--- src/rtl/register_arb_pkg.sv ---
// Shared definitions for the register arbiter: FSM state encoding and
// default sizing constants.
package register_arb_pkg;

   typedef enum logic [1:0] {
      IDLE   = 2'd0,
      GRANT  = 2'd1,
      LOCKED = 2'd2
   } arb_state_e;

   localparam int DEF_NREQ     = 4;
   localparam int DEF_WIDTH    = 8;
   localparam int DEF_MAXBURST = 4;

endpackage

--- src/rtl/register_arbiter_rr_picker.sv ---
// Combinational round-robin picker: the first set request at or after ptr
// (wrapping) wins; valid is low when no request is set.
module rr_picker #(
   parameter int NREQ = 4,
   localparam int PW = (NREQ > 1) ? $clog2(NREQ) : 1
) (
   input  logic [NREQ-1:0] req,
   input  logic [PW-1:0]   ptr,
   output logic [PW-1:0]   winner,
   output logic            valid
);

   logic [PW-1:0] idx;

   // Scan from farthest to nearest so the nearest set bit is written last.
   always_comb begin
      winner = '0;
      valid  = 1'b0;
      idx    = '0;
      for (int i = NREQ - 1; i >= 0; i--) begin
         idx = PW'((int'(ptr) + i) % NREQ);
         if (req[idx]) begin
            winner = idx;
            valid  = 1'b1;
         end
      end
   end

endmodule

--- src/rtl/register_arbiter.sv ---
// Shared-register arbiter: round-robin single grants with optional locked
// bursts of up to MAXBURST writes by one owner.
module register_arbiter
   import register_arb_pkg::*;
#(
   parameter int NREQ     = DEF_NREQ,
   parameter int WIDTH    = DEF_WIDTH,
   parameter int MAXBURST = DEF_MAXBURST,
   localparam int PW = (NREQ > 1) ? $clog2(NREQ) : 1
) (
   input  logic                       clk,
   input  logic                       rst_,
   input  logic [NREQ-1:0]            req,
   input  logic [NREQ-1:0]            lock,
   input  logic [NREQ-1:0][WIDTH-1:0] wdata,
   output logic [NREQ-1:0]            gnt,
   output logic [PW-1:0]              owner,
   output logic [WIDTH-1:0]           out,
   output logic                       busy
);

   localparam int CW = $clog2(MAXBURST + 1);

   arb_state_e      state_q, state_d;
   logic [NREQ-1:0] gnt_q, gnt_d;
   logic [PW-1:0]   owner_q, owner_d;
   logic [PW-1:0]   ptr_q, ptr_d;
   logic [CW-1:0]   cnt_q, cnt_d;
   logic [WIDTH-1:0] out_q, out_d;

   logic            xfer;
   logic            rearb;
   logic [PW-1:0]   nxt_owner;
   logic [PW-1:0]   pick_ptr;
   logic [PW-1:0]   win;
   logic            win_v;

   rr_picker #(.NREQ(NREQ)) u_picker (
      .req    (req),
      .ptr    (pick_ptr),
      .winner (win),
      .valid  (win_v)
   );

   always_comb begin
      state_d  = state_q;
      gnt_d    = gnt_q;
      owner_d  = owner_q;
      ptr_d    = ptr_q;
      cnt_d    = cnt_q;
      out_d    = out_q;
      rearb    = 1'b1;
      pick_ptr = ptr_q;

      nxt_owner = (owner_q == PW'(NREQ - 1)) ? '0 : owner_q + PW'(1);
      xfer      = (state_q != IDLE) && req[owner_q];

      if (xfer) begin
         out_d = wdata[owner_q];
      end

      // The pointer moves past the owner on the same edge it is used, so a
      // finished owner never wins the immediately following arbitration first.
      case (state_q)
         LOCKED: begin
            if (xfer && lock[owner_q] && (int'(cnt_q) + 1 < MAXBURST)) begin
               cnt_d = cnt_q + CW'(1);
               rearb = 1'b0;
            end else begin
               cnt_d    = '0;
               ptr_d    = nxt_owner;
               pick_ptr = nxt_owner;
            end
         end
         default: begin
            if (xfer) begin
               ptr_d    = nxt_owner;
               pick_ptr = nxt_owner;
               if (lock[owner_q] && (MAXBURST > 1)) begin
                  state_d = LOCKED;
                  cnt_d   = CW'(1);
                  rearb   = 1'b0;
               end
            end
         end
      endcase

      if (rearb) begin
         gnt_d = '0;
         if (win_v) begin
            state_d    = GRANT;
            owner_d    = win;
            gnt_d[win] = 1'b1;
         end else begin
            state_d = IDLE;
         end
      end
   end

   always_ff @(posedge clk) begin
      if (rst_) begin
         state_q <= IDLE;
         gnt_q   <= '0;
         owner_q <= '0;
         ptr_q   <= '0;
         cnt_q   <= '0;
         out_q   <= '0;
      end else begin
         state_q <= state_d;
         gnt_q   <= gnt_d;
         owner_q <= owner_d;
         ptr_q   <= ptr_d;
         cnt_q   <= cnt_d;
         out_q   <= out_d;
      end
   end

   assign gnt   = gnt_q;
   assign owner = owner_q;
   assign out   = out_q;
   assign busy  = (state_q != IDLE);

endmodule

--- config.mk ---
export PLATFORM = sky130hd
export DESIGN_NAME = register_arbiter
export DESIGN_NICKNAME = d
export VERILOG_FILES = /design/src/rtl/register_arb_pkg.sv /design/src/rtl/register_arbiter_rr_picker.sv /design/src/rtl/register_arbiter.sv
export SDC_FILE = /design/constraint.sdc
export NUM_CORES = 1
export LEC_CHECK = 0
export BUFFER_PORTS_ARGS = -buffer_cell sky130_fd_sc_hd__buf_4
export CORE_ASPECT_RATIO = 1.2
export CORE_MARGIN = 2
export CORE_UTILIZATION = 52
export DETAILED_ROUTE_END_ITERATION = 12
export PLACE_DENSITY = 0.85
export SLEW_MARGIN = 10
export SYNTH_ARGS = -nofsm -noshare
export SYNTH_HDL_FRONTEND = slang
export SYNTH_SLANG_ARGS = --single-unit
--- constraint.sdc ---
create_clock -name clk -period 3.5 [get_ports clk]
set_input_delay 0.175 -clock clk [delete_from_list [all_inputs] [get_ports clk]]
set_output_delay 0.175 -clock clk [all_outputs]
set_load 0.01 [all_outputs]
; Word-level counts from Yosys, hierarchy flattened
; Index checks and enable logic that the tools add are counted.
[totals]
output_inout_bits = 15
wordCells = 77
in_bits = 42
register_bits = 21
[classes]
n_mux = 42
eq_ne = 3
n_lt_le_gt_ge = 8
n_reduce_logical = 12
add_sub_neg = 6
[ops]
columns = op, n
row1 = 2-bit 2-to-1 mux, 12
row2 = 2-bit by 3-bit less-than comparator with 1-bit output (second input constant), 6
row3 = 8-bit binary-select mux with 2-bit select, 1
row4 = 1-bit 2-to-1 mux, 16
row5 = 1-bit binary-select mux with 2-bit select, 6
row6 = 3-bit 2-to-1 mux, 4
row7 = 2-bit nonzero test, 5
row8 = 8-bit 2-to-1 mux, 1
row9 = 2-bit by 1-bit adder with 2-bit output (second input constant), 2
row10 = 2-bit adder (second input constant), 2
row11 = 3-bit by 1-bit adder with 4-bit output (second input constant), 1
row12 = 2-bit equality test (second input constant), 2
row13 = 1-bit logical AND, 4
row14 = 4-bit by 3-bit less-than comparator with 1-bit output (second input constant), 1
row15 = 4-bit 2-to-1 mux, 1
row16 = 2-bit AND reduction, 2
row17 = 3-bit by 1-bit adder with 3-bit output (second input constant), 1
row18 = 3-bit AND reduction, 1
row19 = 1-bit demux with 2-bit select, 1
row20 = 2-bit by 1-bit greater-or-equal comparator with 1-bit output (second input constant), 1
row21 = 2-bit != test (second input constant), 1

; Depth between registers and ports, before layout
; Gate-level depths: netlist of run 1.
[logic_depth]
depth_word = 19
mapped_depth = 10
mapped_depth_nobuf = 9

; Cells and area by module
; From an unflattened synthesis of run 1, not the netlist that was laid out.
[hier_totals]
hier_cells = 123
hier_area_um2 = 1262.5
[by_module_without_submodules]
columns = module, n_inst, cells_each, seq_area_each_um2, area_per_inst_um2
row1 = register_arbiter, 1, 110, 420.4, 1184.9
row2 = rr_picker, 1, 13, 0.0, 77.6

; Worst setup path after synthesis of run 1
; Ideal clock, no wire load.
[synth_timing]
path_kind = register -> register
start = register owner_q[0], in the netlist owner[0]
end = register gnt_q[0], in the netlist gnt[0]
setup_ns = 0.117
arrival_time_ns = 2.293
synth_period_minus_slack_ns = 2.410
path_buffers = 1
stages_incl_launch_ff = 9
path_slack_ns = 1.090
t_required_ns = 3.383
path_cell_list = dfxtp_1 > buf_6 > mux4_2 > and2_4 > a31oi_2 > mux2_1 > a22oi_1 > nand3_1 > a22o_1
[synth_via]
elab_chain_cells = 19
word_cells_on_any_way = 42
cone_classes = 4 x add/sub / 2 x order compare / 1 x eq/ne / 31 x mux / 4 x reduce/logical
[synth_lines]
columns = element, line
row1 = start: declaration, register_arbiter.sv:26  ; logic [PW-1:0] owner_q, owner_d;
row2 = start signal: assignment, register_arbiter.sv:111  ; owner_q <= owner_d;
row3 = 1-bit binary-select mux with 2-bit select, register_arbiter.sv:56  ; xfer = (state_q != IDLE) && req[owner_q];
row4 = 1-bit 2-to-1 mux (implied by the code), register_arbiter.sv:56
row5 = 1-bit logical AND, register_arbiter.sv:56
row6 = 1-bit logical AND (2 in series), register_arbiter.sv:66  ; if (xfer && lock[owner_q] && (int'(cnt_q) + 1 < MAXBURST)) begin
row7 = 2-bit 2-to-1 mux, register_arbiter.sv:66
row8 = 2-bit 2-to-1 mux, --
row9 = 2-bit adder, register_arbiter_rr_picker.sv:21  ; idx = PW'((int'(ptr) + i) % NREQ);
row10 = 1-bit binary-select mux with 2-bit select, register_arbiter_rr_picker.sv:22  ; if (req[idx]) begin
row11 = 1-bit 2-to-1 mux (implied by the code), register_arbiter_rr_picker.sv:22
row12 = 2-bit 2-to-1 mux (4 in series), register_arbiter_rr_picker.sv:22
row13 = 2-bit by 3-bit less-than comparator with 1-bit output (implied by the code) / 2-bit by 1-bit greater-or-equal comparator with 1-bit output (equally long branches), register_arbiter.sv:93  ; gnt_d[win] = 1'b1;
row14 = 1-bit logical AND (implied by the code), register_arbiter.sv:93
row15 = 1-bit 2-to-1 mux (implied by the code), register_arbiter.sv:93
row16 = 1-bit demux with 2-bit select, register_arbiter.sv:93
row17 = 4-bit 2-to-1 mux, register_arbiter.sv:90  ; if (win_v) begin
row18 = end signal: assignment, register_arbiter.sv:110  ; gnt_q <= gnt_d;
row19 = end: declaration, register_arbiter.sv:25  ; logic [NREQ-1:0] gnt_q, gnt_d;
; Parallel ways exist; a longest one is shown, timed or not. The select of a mux whose other input is x is not followed.
; A chain may end at the register's enable or synchronous reset.

; Worst setup path in the final report of run 1
[layout_timing]
start = register owner_q[1], in the netlist owner[1]
end = register gnt_q[0], in the netlist gnt[0]
; The elaborated chain is that of the path after synthesis.

==> metrics.cfg, run 1 <==
[timing]
fmaxAchievable_mhz=354.6
maxSlewHeadroom=0.5613
max_slew.worst_pin.slew_ps=649.9
final_tns_setup_ps=0
setup_violations=0
period_needed_ps=2820
fin_worst_skew_ps=9.047
finalMaxSlewViolations=0
finalHoldViolations=0
timing.final.crit_share=0.8058
holdWs_ps=146.4
rsz0062_at_grt=false

[finish]
layout_commonest_cell=buf_4
design.final.nets=260
antenna-diode-count=0
layout.cells.most_common_list=buf_4, nand2_1, dfxtp_1
instances_no_fill=248
post_route_cells_drive_above_1_share=0.3907
final_core_util=0.7301
layout.filler_cells=203
synthToLayoutAreaGrowth_pct=31.47

[floorplanning]
placementRows=20
fp.dieArea_um2=3190
die_h_um=61.48
pin_count=57
core_region_area_um2=2577
die_w_um=51.90
start_util=0.5553

[yosys]
syn_inst=162
post_synth_instance_area_um2=1431
netlist.top_cell.by_area=dfxtp_1
synth.yosys.warnings=0
synth_seq_cells=21
asyncSetResetFlopFracSynth=0
synth.lib_cells_used.distinct=47
synth_top_area_share=0.2937
synthTopCellsByArea=dfxtp_1, mux4_2, nand2_1
synth_flop_cell=dfxtp_1
synth_edf_count=0
synth_fp_nets=206
synth-seq-area-share=0.2937
synthesis.area_per_instance_um2=8.836

[placed_design]
dp.cells=244
finalWeightedCongestion=0.9203
dp_hpwl_um=3276
portBuffers=56

[clock_tree]
clock_tree_buf_depth=2
clock_sink_count=21
numCtsBuffers=3
post_cts.repair.setup_buffers=0
post_cts_resize_count=0
number_of_hold_repair_buffers_added_at_the_cts_stage=0
cts_root_buffer=clkbuf_4
tritoncts=yes
clock_tree.htree_level_count=1
path_clk_slew_ps=130
insertion_delay_ps=310

[grt]
grt_overflow=0
globalRouteTotalUtil=0.2696
vias_in_the_first_global_route=1480
grt_antenna_before_repair=0
grt_max_degree=18
grt_pass1_wl_um=6437

[worst_setup_path]
timing.critical_path.slowest_cell_delay_ps=770
worst_setup_sp_type=flop
crit_path_top_delay_cell=dfxtp_1
cp.arrival_ps=3040
endpoint_kind=flop
criticalPathCategory=reg -> reg
timing.critical_path.required_ps=3720
critPathMaxFanout=16
cp_cell_sequence=mux4_2 -> and2_4 -> a31oi_2 -> mux2_1 -> a22oi_1 -> nand3_1 -> a22o_1

[power]
total_power_consumption_of_the_routed_design_mw=0.7573
cellLeakagePower_nw=0.7811
vdd_drop_max_v=0.0003640
pwr_density_cell_nw_per_um2=402.4

[routing]
route.detailed.wl_per_inst_um=16.60
finalWirelength_um=4117
detailroute.via_count=1513
detail_route.first_pass.iterations=4
ant_nets=0
drc=0
detail_route.iter0.violations=50
routed_via_density=6.101

[status]
run_status=complete, no violations

[min_path]
path_class_of_the_lowest_slack_min_delay_path=in -> reg

[flow_run]
cap_viol_max_count=0

## worst paths after layout
| check | startpoint | to | slack [ps] | cells after the start |
|---|---|---|---|---|
| max | owner[1] | gnt[0] | 680 | 7 |
| min | rst_ | cnt_q[0] | 150 | 2 |
| max reg2reg | owner[1] | gnt[0] | 680 | 7 |
| min reg2reg | gnt[3] | gnt[3] | 460 | 2 |
## flip-flops by register name, indices dropped and copies added (netlist names)
name     cells
out          8
gnt          4
cnt_q        3
owner        2
ptr_q        2
state_q      2
## power by group
part | leakage, nW | internal [mW] | total (mW) | switching [mW]
Sequential | 0.172 | 0.268 | 0.306 | 0.0386
Combinational | 0.592 | 0.168 | 0.328 | 0.160
Clock | 0.0177 | 0.0427 | 0.123 | 0.0801
Total | 0.781 | 0.479 | 0.757 | 0.279
## synth_stat cells, types with 2 or more instances
master / count
nor4_1: 2
a22o_1: 2
mux2i_1: 5
a21o_1: 2
nor2b_1: 4
nor2_1: 9
nand3b_1: 3
clkbuf_1: 5
mux4_2: 10
inv_1: 3
dfxtp_1: 21
buf_6: 2
inv_2: 2
ha_1: 2
nand2_1: 30
nand3_1: 6
a211oi_1: 2
or2_2: 2
nand2b_1: 3
nand4_1: 2
a21oi_1: 13
and2_4: 2
o21ai_1: 5
nor3_1: 2
## per-layer routing
metal,part of all wire,vias to the layer above,GRT usage
li1,-,708,-
met1,0.38,708,0.3186
met2,0.52,77,0.4647
met3,0.063,20,0.05097
met4,0.040,0,0.1429
met5,0,-,0
## worst max-delay path: cells and delay by family (launching register included)
family           cells  cell delay (ps)
AO/OA/AOI/OAI        3              640
flip-flops           1              770
multiplexers         2              910
AND/OR/NAND/NOR      2              400
## cell families (layout without fill, tap and decap cells)
group,after synthesis,after routing,synth area share
AND/OR/NAND/NOR,71,71,0.2526
AO/OA/AOI/OAI,38,38,0.1827
flip-flops,21,21,0.2937
multiplexers,17,17,0.2080
buffers and inverters,13,66,0.04545
adder cells (fa/ha/maj),2,2,0.01748
## cell type report
class | instances | area, µm² | share of cell area
tap | 33 | 41.29 | 0.02194
sequential | 21 | 420.4 | 0.2234
timing repair buffer | 57 | 427.9 | 0.2274
clock inverter | 1 | 5.005 | 0.002660
clock buffer | 3 | 22.52 | 0.01197
multi-input combinational | 128 | 945.9 | 0.5027
inverter | 5 | 18.77 | 0.009973
## through the flow
step / setup slack [ps] / area (µm²)
floorplan: 1090 / 1431
global placement: 862.5 / 1854
detailed placement: 755.1 / 1854
CTS: 722.7 / 1882
global route: 585.4 / 1882
finish: 679.8 / 1882
Power figures use the tool's default switching activity.
==> run 2: changes to the inputs <==
--- a/config.mk
+++ b/config.mk
@@ -5,12 +5,13 @@
 export SDC_FILE = /design/constraint.sdc
 export NUM_CORES = 1
 export LEC_CHECK = 0
+export ABC_AREA = 1
 export BUFFER_PORTS_ARGS = -buffer_cell sky130_fd_sc_hd__buf_4
 export CORE_ASPECT_RATIO = 1.2
 export CORE_MARGIN = 2
-export CORE_UTILIZATION = 52
+export CORE_UTILIZATION = 44
 export DETAILED_ROUTE_END_ITERATION = 12
-export PLACE_DENSITY = 0.85
+export PLACE_DENSITY = 0.76
 export SLEW_MARGIN = 10
 export SYNTH_ARGS = -nofsm -noshare
 export SYNTH_HDL_FRONTEND = slang
==> constraint.sdc (replaced) <==
create_clock -name clk -period 2.45 [get_ports clk]
set_input_delay 0.1225 -clock clk [delete_from_list [all_inputs] [get_ports clk]]
set_output_delay 0.1225 -clock clk [all_outputs]
set_load 0.01 [all_outputs]
==> metrics.cfg, run 2 <==
[timing]
final_tns_setup_ps=0  ; unchanged
finalHoldViolations=0  ; unchanged
rsz0062_at_grt=false  ; unchanged
maxSlewHeadroom=0.7816  ; was 0.5613
fin_worst_skew_ps=9.578  ; was 9.047 ps
timing.final.crit_share=0.8716  ; was 0.8058
fmaxAchievable_mhz=468.3  ; was 354.6 MHz
period_needed_ps=2135  ; was 2820 ps
finalMaxSlewViolations=0  ; unchanged
setup_violations=0  ; unchanged
max_slew.worst_pin.slew_ps=327.3  ; was 649.9 ps

[clock_tree]
path_clk_slew_ps=120  ; was 130 ps
insertion_delay_ps=310  ; about the same
clock_tree_buf_depth=2  ; unchanged
clock_tree.htree_level_count=1  ; unchanged
numCtsBuffers=3  ; unchanged
tritoncts=yes  ; unchanged
cts_root_buffer=clkbuf_4  ; unchanged
clock_sink_count=21  ; unchanged

[grt]
vias_in_the_first_global_route=1553  ; was 1480
grt_antenna_before_repair=0  ; unchanged
grtUsageMet2=0.3983  ; was 0.4647
grt_pass1_wl_um=6479  ; was 6437 µm
globalRouteTotalUtil=0.2144  ; was 0.2696
grt_overflow=0  ; unchanged
grt_max_degree=21  ; was 18
grt_most_used_layer=met2  ; unchanged
met1_usage=0.2268  ; was 0.3186
groute.layer.met3.usage=0.04789  ; was 0.05097

[worst_setup_path]
endpoint_kind=flop  ; unchanged
criticalPathCategory=reg -> reg  ; unchanged
timing.rr.start=cnt_q[0]  ; was owner[1]
number_of_buffers_and_inverters_on_the_critical_path=2  ; was 0
worst_setup_sp_type=flop  ; unchanged
timing.critical_path.slowest_cell_delay_ps=390  ; was 770 ps
crit_cells=20  ; was 7
r2r_slack_ps=310  ; was 680 ps
timing.critical_path.to=gnt[3]  ; was gnt[0]
reg2regPathDepth=20  ; was 7
crit_path_top_delay_cell=dfxtp_1  ; unchanged
cp.arrival_ps=2360  ; was 3040 ps
cp_common_cell=nand2_1
worst_path_dominant_cell_family=simple AND/OR/NAND/NOR gates  ; was multiplexers
critPathMaxFanout=5  ; was 16
cp_cell_sequence=ha_1 -> nand2_1 -> nand2_1 -> nand2_1 -> nor2_8 -> nand2_4 -> nand2_1 -> nand3_1 -> nand2_2 -> inv_2 -> nand2_1 -> nand2_1 -> nor2_1 -> nor2_1 -> nand2_1 -> nand2_1 -> nand2_1 -> inv_1 -> nand2_1 -> nand2_1  ; was mux4_2 -> and2_4 -> a31oi_2 -> mux2_1 -> a22oi_1 -> nand3_1 -> a22o_1
startpoint=cnt_q[0]  ; was owner[1]
timing.critical_path.required_ps=2670  ; was 3720 ps
r2r-end=gnt[3]  ; was gnt[0]

[flow_run]
cap_viol_max_count=0  ; unchanged

[routing]
detail_route.first_pass.iterations=4  ; unchanged
detail_route.iter0.violations=111  ; was 50
detailroute.via_count=1680  ; was 1513
drc=0  ; unchanged
finalWirelength_um=3908  ; was 4117 µm
routed_via_density=5.217  ; was 6.101
ant_nets=0  ; unchanged
route.detailed.wl_per_inst_um=12.14  ; was 16.60 µm

[yosys]
synthTopCellsByArea=dfxtp_1, nand2_1, nor2_1  ; was dfxtp_1, mux4_2, nand2_1
asyncSetResetFlopFracSynth=0  ; unchanged
synth.yosys.warnings=0  ; unchanged
netlist.top_cell.by_area=dfxtp_1  ; unchanged
synth_seq_cells=21  ; unchanged
synth_fp_nets=275  ; was 206
synth_top_area_share=0.2872  ; was 0.2937
ys_top_cells_by_count=nand2_1, nor2_1, dfxtp_1, nand3_1, o21ai_0  ; was nand2_1, dfxtp_1, a21oi_1
syn_inst=231  ; was 162
synth.most_common_cell=nand2_1  ; unchanged
synth-seq-area-share=0.2872  ; was 0.2937
synth_flop_cell=dfxtp_1  ; unchanged
post_synth_instance_area_um2=1464  ; was 1431 µm²
synthesis.area_per_instance_um2=6.337  ; was 8.836 µm²
synth.lib_cells_used.distinct=27  ; was 47
synth_edf_count=0  ; unchanged

[placed_design]
dp_hpwl_um=3109  ; was 3276 µm
finalWeightedCongestion=0.8898  ; was 0.9203
portBuffers=56  ; unchanged

[finish]
final_core_util=0.6223  ; was 0.7301
layout_commonest_cell=nand2_1  ; was buf_4
design.final.nets=331  ; was 260
synthToLayoutAreaGrowth_pct=32.22  ; was 31.47%
post_route_cells_drive_above_1_share=0.2972  ; was 0.3907
layout.filler_cells=311  ; was 203
layout.cells.most_common_list=nand2_1, buf_4, nor2_1  ; was buf_4, nand2_1, dfxtp_1
antenna-diode-count=0  ; unchanged
flip_flop_count_of_the_largest_register_after_layout=8  ; unchanged

[power]
comb_power_share=0.646  ; was 0.434
p_clk_frac=0.092  ; was 0.162
pwr_density_cell_nw_per_um2=937.5  ; was 402.4 nW/µm²
seqPwrFrac=0.262  ; was 0.404
vdd_drop_max_v=0.0006808  ; was 0.0003640 V
power.net_switching_mw=0.8691  ; was 0.2786 mW
sw_ratio=0.4789  ; was 0.3679
cell_internal_power_mw=0.9456  ; was 0.4786 mW
cellLeakagePower_nw=0.9716  ; was 0.7811 nW

[floorplanning]
fp.dieArea_um2=3806  ; was 3190 µm²
pin_count=57  ; unchanged
placementRows=22  ; was 20
core_region_area_um2=3110  ; was 2577 µm²
start_util=0.4706  ; was 0.5553
die_h_um=67.19  ; was 61.48 µm
die_w_um=56.66  ; was 51.90 µm

[min_path]
path_class_of_the_lowest_slack_min_delay_path=in -> reg  ; unchanged

[status]
run_status=complete, no violations  ; unchanged

[run 2: worst min-delay path by stage]
stage | start | end | slack, ps | cells past startpoint
4_1_cts | rst_ | out[6] | 120 | 2
5_1_grt | rst_ | cnt_q[1] | 120 | 2
6_report | rst_ | ptr_q[0] | 120 | 2
3_5_place_dp | gnt[3] | gnt[3] | 450 | 2
2_1_floorplan | wdata[0] | out[0] | 410 | 4
3_3_place_gp | rst_ | cnt_q[1] | 450 | 2
[run 2: stage by stage]
| step | instances | area [µm²] | power (mW) | setup slack, ps | hold slack [ps] |
|---|---|---|---|---|---|
| 2_1_floorplan | 231 | 1464 | 1.339 | 505.9 | 412.9 |
| 3_3_place_gp | 318 | 1904 | 1.634 | 300.2 | 446.4 |
| 3_5_place_dp | 318 | 1904 | 1.648 | 265.2 | 446.0 |
| 4_1_cts | 322 | 1931 | 1.814 | 250.6 | 117.9 |
| 5_1_grt | 322 | 1936 | 1.993 | 34.91 | 122.7 |
| 6_report | 322 | 1936 | 1.815 | 314.7 | 118.6 |
[run 2: kinds of logic after synthesis]
| kind of cell | synth area share |
|---|---|
| buf+inv | 0.09914 |
| compound gates | 0.1573 |
| simple gates | 0.4393 |
| fa+ha+maj | 0.01709 |
| flops | 0.2872 |
[run 2: layer usage]
metal  wire length, µm  part of all wire  vias up
met5                 0                 0        -
met3               327             0.084       11
met4               133             0.034        0
li1                  -                 -      861
met2              1914              0.49       71
met1              1533              0.39      737
[run 2: layout make-up]
cell class	instances	area, µm²	share of cell area
Tap cell	36	45.04	0.02327
Inverter	22	82.58	0.04266
Multi-Input combinational cell	178	898.4	0.4641
Sequential cell	21	421.7	0.2178
Clock buffer	4	26.28	0.01357
Timing Repair Buffer	61	461.7	0.2385
[run 2: power groups by stage]
| stage | Sequential (mW) | Combinational, mW | Clock, mW |
|---|---|---|---|
| 6_report | 0.475 | 1.17 | 0.167 |
| 5_1_grt | 0.485 | 1.33 | 0.181 |
| 4_1_cts | 0.474 | 1.17 | 0.171 |
| 3_5_place_dp | 0.481 | 1.17 | 0 |
| 3_3_place_gp | 0.479 | 1.15 | 0 |
| 2_1_floorplan | 0.507 | 0.832 | 0 |
[run 2: what timing repair did]
| action | CTS | global route |
|---|---|---|
| setup endpoints to repair | 0 | 4 |
| gates resized for setup | 0 | 2 |
| setup buffers | 0 | 0 |
| hold buffers | 0 | 0 |
| hold endpoints to repair | 0 | 0 |
